## src/rtl/mem_req_pkg.sv

```systemverilog
// mem_req_pkg: shared types and helpers for the memory request sequencer.
//   AW_DEF / DW_DEF : default address / data widths
//   state_t         : sequencer FSM states (IDLE, DRAIN, FILL, VERIFY)
//   pat_t           : fill pattern select (PAT_ADDR, PAT_WALK1)
//   fill_data()     : word written by the fill engine at a given address
package mem_req_pkg;

  localparam int AW_DEF = 16;
  localparam int DW_DEF = 32;

  typedef enum logic [1:0] {
    IDLE   = 2'd0,
    DRAIN  = 2'd1,
    FILL   = 2'd2,
    VERIFY = 2'd3
  } state_t;

  typedef enum logic {
    PAT_ADDR  = 1'b0,
    PAT_WALK1 = 1'b1
  } pat_t;

  // Callers truncate the 64-bit result to their data width.
  function automatic logic [63:0] fill_data(input logic [63:0] addr, input pat_t pat,
                                            input int unsigned dw = DW_DEF);
    logic [63:0] pos;
    pos = addr % 64'(dw);
    if (pat == PAT_WALK1) return 64'd1 << pos;
    return addr;
  endfunction

endpackage

```

## src/rtl/mem_req_rsp_fifo.sv

```systemverilog
// mem_req_rsp_fifo: synchronous FIFO holding read responses {data, addr}.
//   clk, reset        : clock, synchronous active-high reset (flushes contents)
//   push, push_data   : write one entry (caller guarantees not full)
//   pop, pop_data     : consume head entry (caller guarantees not empty)
//   valid             : FIFO non-empty; pop_data is the head entry
//   count             : number of stored entries
module mem_req_rsp_fifo #(
  parameter int DEPTH = 4,
  parameter int W     = 48,
  localparam int PW   = $clog2(DEPTH)
) (
  input  logic          clk,
  input  logic          reset,
  input  logic          push,
  input  logic [W-1:0]  push_data,
  input  logic          pop,
  output logic [W-1:0]  pop_data,
  output logic          valid,
  output logic [PW:0]   count
);

  logic [W-1:0]  mem [DEPTH];
  logic [PW-1:0] wr_ptr;
  logic [PW-1:0] rd_ptr;

  always_ff @(posedge clk) begin
    if (reset) begin
      wr_ptr <= '0;
      rd_ptr <= '0;
      count  <= '0;
    end else begin
      if (push) wr_ptr <= wr_ptr + 1'b1;
      if (pop)  rd_ptr <= rd_ptr + 1'b1;
      case ({push, pop})
        2'b10:   count <= count + 1'b1;
        2'b01:   count <= count - 1'b1;
        default: ;
      endcase
    end
  end

  always_ff @(posedge clk) begin
    if (push) mem[wr_ptr] <= push_data;
  end

  assign pop_data = mem[rd_ptr];
  assign valid    = (count != '0);

endmodule

```

## src/rtl/mem_req_sequencer.sv

```systemverilog
// mem_req_sequencer: command stage in front of the memory block.
//   Requests (req_*) are accepted on a valid/ready handshake and issued as
//   registered one-cycle commands on mem_*. Reads return through a
//   backpressured response FIFO (rsp_*) in issue order. A fill engine
//   (fill_start/fill_pattern/fill_busy/fill_done) writes a pattern to every
//   address.
//   Optional build macro MEM_REQ_SEQ_READBACK_EN: after filling, every
//   address is read back and compared; mismatches are counted in err_count.
//   Without the macro err_count is constant 0.
//   clk, reset (sync, active-high); mem_rdbus valid RD_LAT cycles after mem_rden.
module mem_req_sequencer
  import mem_req_pkg::*;
#(
  parameter int AW        = AW_DEF,
  parameter int DW        = DW_DEF,
  parameter int RD_LAT    = 2,
  parameter int RSP_DEPTH = 4
) (
  input  logic          clk,
  input  logic          reset,
  input  logic          req_valid,
  output logic          req_ready,
  input  logic          req_write,
  input  logic [AW-1:0] req_addr,
  input  logic [DW-1:0] req_wdata,
  input  logic [1:0]    req_opcode,
  input  logic [4:0]    req_bitaddr,
  input  logic [1:0]    req_byteaddr,
  output logic          rsp_valid,
  input  logic          rsp_ready,
  output logic [DW-1:0] rsp_data,
  output logic [AW-1:0] rsp_addr,
  input  logic          fill_start,
  input  logic          fill_pattern,
  output logic          fill_busy,
  output logic          fill_done,
  output logic [15:0]   err_count,
  output logic          mem_wren,
  output logic          mem_rden,
  output logic [AW-1:0] mem_addr,
  output logic [DW-1:0] mem_wrbus,
  output logic [1:0]    mem_opcode,
  output logic [4:0]    mem_bitaddr,
  output logic [1:0]    mem_byteaddr,
  input  logic [DW-1:0] mem_rdbus
);

  localparam int CW = $clog2(RSP_DEPTH) + 1;
  localparam int OW = $clog2(RSP_DEPTH + RD_LAT + 2) + 1;

  state_t        state, state_d;
  logic [AW-1:0] cnt, cnt_d;
  pat_t          pat, pat_d;

  logic          wren_d, rden_d, done_d;
  logic [AW-1:0] addr_d;
  logic [DW-1:0] wrbus_d;
  logic [1:0]    opcode_d;
  logic [4:0]    bit_d;
  logic [1:0]    byte_d;

  logic [RD_LAT-1:0] vld_p;
  logic [AW-1:0]     addr_p [RD_LAT];
  logic              exit_vld;
  logic [AW-1:0]     exit_addr;

  logic [CW-1:0]     fifo_count;
  logic [OW-1:0]     inflight;
  logic              read_ok;
  logic              push, pop, fifo_valid;
  logic [DW+AW-1:0]  fifo_out;

`ifdef MEM_REQ_SEQ_READBACK_EN
  logic              vfy_rd, vfy_d;
  logic [RD_LAT-1:0] vfy_p;
  logic              issued, issued_d;
  logic              cmp_err, cmp_last;
  logic [15:0]       err_q;
`endif

  // Reads not yet in the FIFO: the issue cycle plus every tracking slot.
  always_comb begin
    inflight = OW'(mem_rden);
    for (int i = 0; i < RD_LAT; i++) inflight = inflight + OW'(vld_p[i]);
  end

  assign read_ok   = (OW'(fifo_count) + inflight) < OW'(RSP_DEPTH);
  assign req_ready = (state == IDLE) && !fill_start && (req_write || read_ok);
  assign fill_busy = (state != IDLE);

  always_comb begin
    state_d  = state;
    cnt_d    = cnt;
    pat_d    = pat;
    wren_d   = 1'b0;
    rden_d   = 1'b0;
    done_d   = 1'b0;
    addr_d   = mem_addr;
    wrbus_d  = mem_wrbus;
    opcode_d = mem_opcode;
    bit_d    = mem_bitaddr;
    byte_d   = mem_byteaddr;
`ifdef MEM_REQ_SEQ_READBACK_EN
    vfy_d    = 1'b0;
    issued_d = issued;
`endif
    case (state)
      IDLE: begin
        if (fill_start) begin
          state_d = DRAIN;
          pat_d   = pat_t'(fill_pattern);
        end else if (req_valid && req_ready) begin
          wren_d   = req_write;
          rden_d   = !req_write;
          addr_d   = req_addr;
          opcode_d = req_opcode;
          bit_d    = req_bitaddr;
          byte_d   = req_byteaddr;
          if (req_write) wrbus_d = req_wdata;
        end
      end
      DRAIN: begin
        if (inflight == '0) begin
          state_d = FILL;
          cnt_d   = '0;
        end
      end
      FILL: begin
        wren_d  = 1'b1;
        addr_d  = cnt;
        wrbus_d = DW'(fill_data(64'(cnt), pat, DW));
        cnt_d   = cnt + 1'b1;
        if (&cnt) begin
`ifdef MEM_REQ_SEQ_READBACK_EN
          state_d  = VERIFY;
          issued_d = 1'b0;
`else
          state_d = IDLE;
          done_d  = 1'b1;
`endif
        end
      end
`ifdef MEM_REQ_SEQ_READBACK_EN
      VERIFY: begin
        if (!issued) begin
          rden_d   = 1'b1;
          vfy_d    = 1'b1;
          addr_d   = cnt;
          opcode_d = 2'd0;
          cnt_d    = cnt + 1'b1;
          if (&cnt) issued_d = 1'b1;
        end
        // Finish only once the last read-back word has been compared.
        if (cmp_last) begin
          state_d = IDLE;
          done_d  = 1'b1;
        end
      end
`endif
      default: state_d = IDLE;
    endcase
  end

  // Command stage: registered memory pins and FSM state
  always_ff @(posedge clk) begin
    if (reset) begin
      state        <= IDLE;
      cnt          <= '0;
      pat          <= PAT_ADDR;
      mem_wren     <= 1'b0;
      mem_rden     <= 1'b0;
      mem_addr     <= '0;
      mem_wrbus    <= '0;
      mem_opcode   <= '0;
      mem_bitaddr  <= '0;
      mem_byteaddr <= '0;
      fill_done    <= 1'b0;
`ifdef MEM_REQ_SEQ_READBACK_EN
      vfy_rd       <= 1'b0;
      issued       <= 1'b0;
`endif
    end else begin
      state        <= state_d;
      cnt          <= cnt_d;
      pat          <= pat_d;
      mem_wren     <= wren_d;
      mem_rden     <= rden_d;
      mem_addr     <= addr_d;
      mem_wrbus    <= wrbus_d;
      mem_opcode   <= opcode_d;
      mem_bitaddr  <= bit_d;
      mem_byteaddr <= byte_d;
      fill_done    <= done_d;
`ifdef MEM_REQ_SEQ_READBACK_EN
      vfy_rd       <= vfy_d;
      issued       <= issued_d;
`endif
    end
  end

  // Read tracking stages p0..p(RD_LAT-1): slot exit lines up with valid mem_rdbus
  always_ff @(posedge clk) begin
    if (reset) begin
      vld_p <= '0;
    end else begin
      vld_p[0] <= mem_rden;
      for (int i = 1; i < RD_LAT; i++) vld_p[i] <= vld_p[i-1];
    end
  end

  always_ff @(posedge clk) begin
    addr_p[0] <= mem_addr;
    for (int i = 1; i < RD_LAT; i++) addr_p[i] <= addr_p[i-1];
  end

  assign exit_vld  = vld_p[RD_LAT-1];
  assign exit_addr = addr_p[RD_LAT-1];

`ifdef MEM_REQ_SEQ_READBACK_EN
  always_ff @(posedge clk) begin
    if (reset) begin
      vfy_p <= '0;
    end else begin
      vfy_p[0] <= vfy_rd;
      for (int i = 1; i < RD_LAT; i++) vfy_p[i] <= vfy_p[i-1];
    end
  end

  assign cmp_err  = exit_vld && vfy_p[RD_LAT-1] &&
                    (mem_rdbus != DW'(fill_data(64'(exit_addr), pat, DW)));
  assign cmp_last = exit_vld && vfy_p[RD_LAT-1] && (&exit_addr);

  always_ff @(posedge clk) begin
    if (reset)                           err_q <= '0;
    else if (state == IDLE && fill_start) err_q <= '0;
    else if (cmp_err && !(&err_q))       err_q <= err_q + 16'd1;
  end

  assign err_count = err_q;
  // Read-back words go to the comparator only, never to the response FIFO.
  assign push      = exit_vld && !vfy_p[RD_LAT-1];
`else
  assign err_count = '0;
  assign push      = exit_vld;
`endif

  // Response stage: FIFO head drives rsp_*
  assign pop = fifo_valid && rsp_ready;

  mem_req_rsp_fifo #(
    .DEPTH (RSP_DEPTH),
    .W     (DW + AW)
  ) u_rsp_fifo (
    .clk       (clk),
    .reset     (reset),
    .push      (push),
    .push_data ({mem_rdbus, exit_addr}),
    .pop       (pop),
    .pop_data  (fifo_out),
    .valid     (fifo_valid),
    .count     (fifo_count)
  );

  assign rsp_valid            = fifo_valid;
  assign {rsp_data, rsp_addr} = fifo_valid ? fifo_out : '0;

endmodule

```

## config.mk

```make
export PLATFORM = sky130hd
export DESIGN_NAME = mem_req_sequencer
export DESIGN_NICKNAME = d
export VERILOG_FILES = /design/src/rtl/mem_req_pkg.sv /design/src/rtl/mem_req_rsp_fifo.sv /design/src/rtl/mem_req_sequencer.sv
export SDC_FILE = /design/constraint.sdc
export NUM_CORES = 1
export LEC_CHECK = 0
export ABC_AREA = 1
export CORE_MARGIN = 10
export CORE_UTILIZATION = 30
export CTS_BUF_LIST = sky130_fd_sc_hd__clkbuf_16
export DETAILED_ROUTE_END_ITERATION = 10
export SYNTH_ARGS = -nofsm -noshare
export SYNTH_HDL_FRONTEND = slang
export SYNTH_HIERARCHICAL = 1
export SYNTH_SLANG_ARGS = --single-unit
```

## constraint.sdc

```tcl
create_clock -name clk -period 1.85 [get_ports clk]
set_input_delay 0.37 -clock clk [delete_from_list [all_inputs] [get_ports clk]]
set_output_delay 0.37 -clock clk [all_outputs]
set_load 0.03 [all_outputs]
```

==> impl_metrics.yaml <==
synthesis:
  syn_area_um2: 13000
  synth_top_area_cell: "edfxtp_1"
  yosys.area.top_type_share_pct: 44.4
  syn_avg_cell_area_um2: 9.91
  yosys_warnings: 6
  syn_inst: 1310
  synthTopCellsByArea: "edfxtp_1 44%, dfxtp_1 19%, nand2_1 6.0%, nor2_1 5.3%, o21ai_0 4.5%"
  ys_ff_latch: 314
  synth_cell_type_count: 40
  ys_seq_area_share_pct: 63.2
placed_design:
  placed_area_um2: 15800
  hpwlAfterDp_um: 24400
  pre_cts_ws_ns: -0.101
  dp_cells: 2077
  gp_congestion: 0.911
  portBuffers: 206
timing:
  fmax_mhz: 415
  setup_viol: 75
  finClkSkew_ns: 0.0232
  fin_hold_ws_ns: 0.304
  rsz0062_at_grt: "yes"
  slew_viol_final: 0
  hold_viol_final: 0
  finalCritPeriodShare_pct: 130
  fin_ws_ns: -0.557
  period_minus_slack_ns: 2.41
pwr:
  swShare_pct: 30.1
  p_comb_share_pct: 26.0
  netSwitchingPower_uw: 5960
  vdd_drop_max_mv: 0.515
  leakage_uw: 0.00759
  clock_power_share_pct: 34.1
  seqPwrFrac_pct: 39.9
  p_int_uw: 13800
  p_per_area_nw_per_um2: 1030
clocking:
  hold_buffers: 0
  numClockSinks: 314
  clk_latency_ns: 0.55
  root_buffer: "clkbuf_16"
  ctsLongestPathBuffers: 3
  cts_buffers: 36
  clk_pin_slew_ns: 0.06
  cts.htree.levels: 2
  cts_tree: "done"
cells_and_area:
  fin_nets: 1695
  layout-drive-gt1-share_pct: 29.3
  layout.cells.non_filler: 2198
  antenna_cells: 0
  fin_area_um2: 19300
  area_growth_pct: 48.6
floorplan:
  row_count: 76
  coreArea_um2: 42900
  die_w_um: 228
  die_area_um2: 52000
  die_h_um: 228
  io_pins: 223
  initial_utilization_pct: 30.3
critical_path:
  arrival_ns: 2.04
  end_kind: "output port"
  setup.worst_path.class: "reg -> out"
  cp.required_ns: 1.48
  ff2ff_setup_slack_ns: -0.17
  cp_max_fo: 2
  start_kind: "flip-flop"
detailed_routing:
  dr.pass1.iters: 5
  wl_per_cell_um: 18.9
  routed_wl_um: 41500
  vias_per_cell: 4.69
  drt-initial-drc-count: 766
  antenna_left: 0
  route.detailed.drc: 0
  dr_total_vias: 10300
outcome:
  violations: "negative setup slack"
  status: "complete, but fails checks"
grt:
  use_met2_pct: 25.6
  grtUsageTotal_pct: 15.1
  grt_max_degree: 49
  top_usage_layer: "met2"
  met1_usage_pct: 18.2
  grt_pass1_wl_um: 62600
  overflow: 0
  grt_pass1_vias: 10600
  antenna_found_initial: 1
  grt_use_met3_pct: 4.21
worst_hold_path:
  min_path_type: "reg -> reg"
run:
  drv_cap: 0
==> power groups by stage <==
stage,Clock (uW),Sequential [uW],Combinational (uW)
floorplan,0,8240,1850
global placement,0,8040,3430
detailed placement,0,8040,3450
CTS,6950,7890,4740
global route,7250,7930,5440
finish,6750,7890,5150
==> state kept, by name, summed over array words and instances, names as in the netlist, 2 cells and up, named ones only <==
name               count
u_rsp_fifo/rd_ptr      2
mem_bitaddr            5
mem_addr              16
addr_p                32
u_rsp_fifo/wr_ptr      2
state                  2
vld_p                  2
mem_opcode             2
u_rsp_fifo/mem       192
cnt                   16
u_rsp_fifo/count       3
mem_byteaddr           2
mem_wrbus             32
==> critical path: stages (launching register included) <==
cell	delay (ns)
dfxtp_2	0.33
fa_2	0.42
ha_4	0.28
nand3_2	0.06
nand2_1	0.07
nand2_1	0.06
and2_4	0.15
buf_6	0.13
==> what timing repair did <==
| action | CTS | global route |
|---|---|---|
| endpoints found under the hold margin | 0 | 0 |
| pin swaps | 102 | 82 |
| setup endpoints to repair | 128 | 89 |
| gates resized for setup | 368 | 180 |
| cloned | 24 | 8 |
| setup buffers | 25 | 7 |
==> through the flow <==
step | utilization [%] | setup TNS, ns | power [uW]
after floorplan | - | -0.0527 | 10100
after global placement | 36.8 | -1.02 | 11500
after detailed placement | 36.8 | -1.51 | 11500
after CTS | 43.3 | -34.34 | 19600
after global routing | 45.0 | -29.14 | 20600
final | 45.0 | -22.67 | 19800
==> cell type report <==
cell class,instances,area (um2)
timing repair buffer,311,3830
clock buffer,36,901
sequential,314,8220
tap,585,732
fill,3904,23600
timing repair inverter,2,26.3
multi-input combinational,805,4900
inverter,115,468
clock inverter,30,213
==> cells in the mapped netlist <==
master    number
nand2_1      209
edfxtp_1     192
nor2_1       183
dfxtp_1      122
o21ai_0      117
inv_1         98
nand3_1       63
a21oi_1       53
o22ai_1       49
o21ai_1       47
buf_2         24
buf_4         24
clkbuf_1      17
nor3_1        17
inv_2         14
nor2_2        13
buf_6         12
ha_1          12
clkbuf_2       5
buf_1          4
nand4_1        4
nor2_4         4
o211ai_1       4
clkbuf_4       3
a211oi_1       2
buf_12         2
clkinv_1       2
fa_1           2
a221oi_1       1
a22oi_1        1
and2_1         1
conb_1         1
inv_6          1
mux2i_1        1
nand2_2        1
nand2_4        1
nand3_2        1
nor4_1         1
o32ai_1        1
or2_2          1
==> layer usage <==
| metal | share of wire (%) | wire (um) |
|---|---|---|
| met5 | 0.027 | 11 |
| met4 | 2.4 | 982 |
| met3 | 7.1 | 2930 |
| met2 | 49 | 20300 |
| met1 | 42 | 17300 |
==> layout by cell type (no fill, tap or decap), drive strengths merged <==
cell type        n
nand2          211
nor2           200
edfxtp         192
o21ai          164
buf            150
inv            126
dfxtp          122
clkdlybuf4s50   95
nand3           64
dlygate4sd2     55
a21oi           53
o22ai           49
clkbuf          43
nor3            17
conb            16
clkinv          15
ha              12
nand4            4
o211ai           4
clkinvlp         4
clkdlybuf4s15    4
a211oi           2
fa               2
bufinv           2
and2             1
or2              1
a221oi           1
o32ai            1
nor4             1
a22oi            1
mux2i            1
==> kinds of logic (layout without fill, tap and decap cells) <==
group,after synthesis,after routing,synth area share (%)
AOI/OAI and AO/OA,275,275,11.3
DFF,314,314,63.2
and+or+nand+nor,499,499,15.9
buffers and inverters,206,494,8.00
adders and majority gates,14,14,1.46
muxes,1,1,0.0771
other,1,16,0.0289
==> worst paths after layout <==
kind	end	cells past startpoint	startpoint
max	req_ready	7	mem_rden
min	addr_p[0][24]	0	addr_p[0][8]
max reg2reg	mem_addr[15]	11	mem_rden
min reg2reg	addr_p[0][24]	0	addr_p[0][8]
No activity file was read; power rests on OpenSTA's default activity.
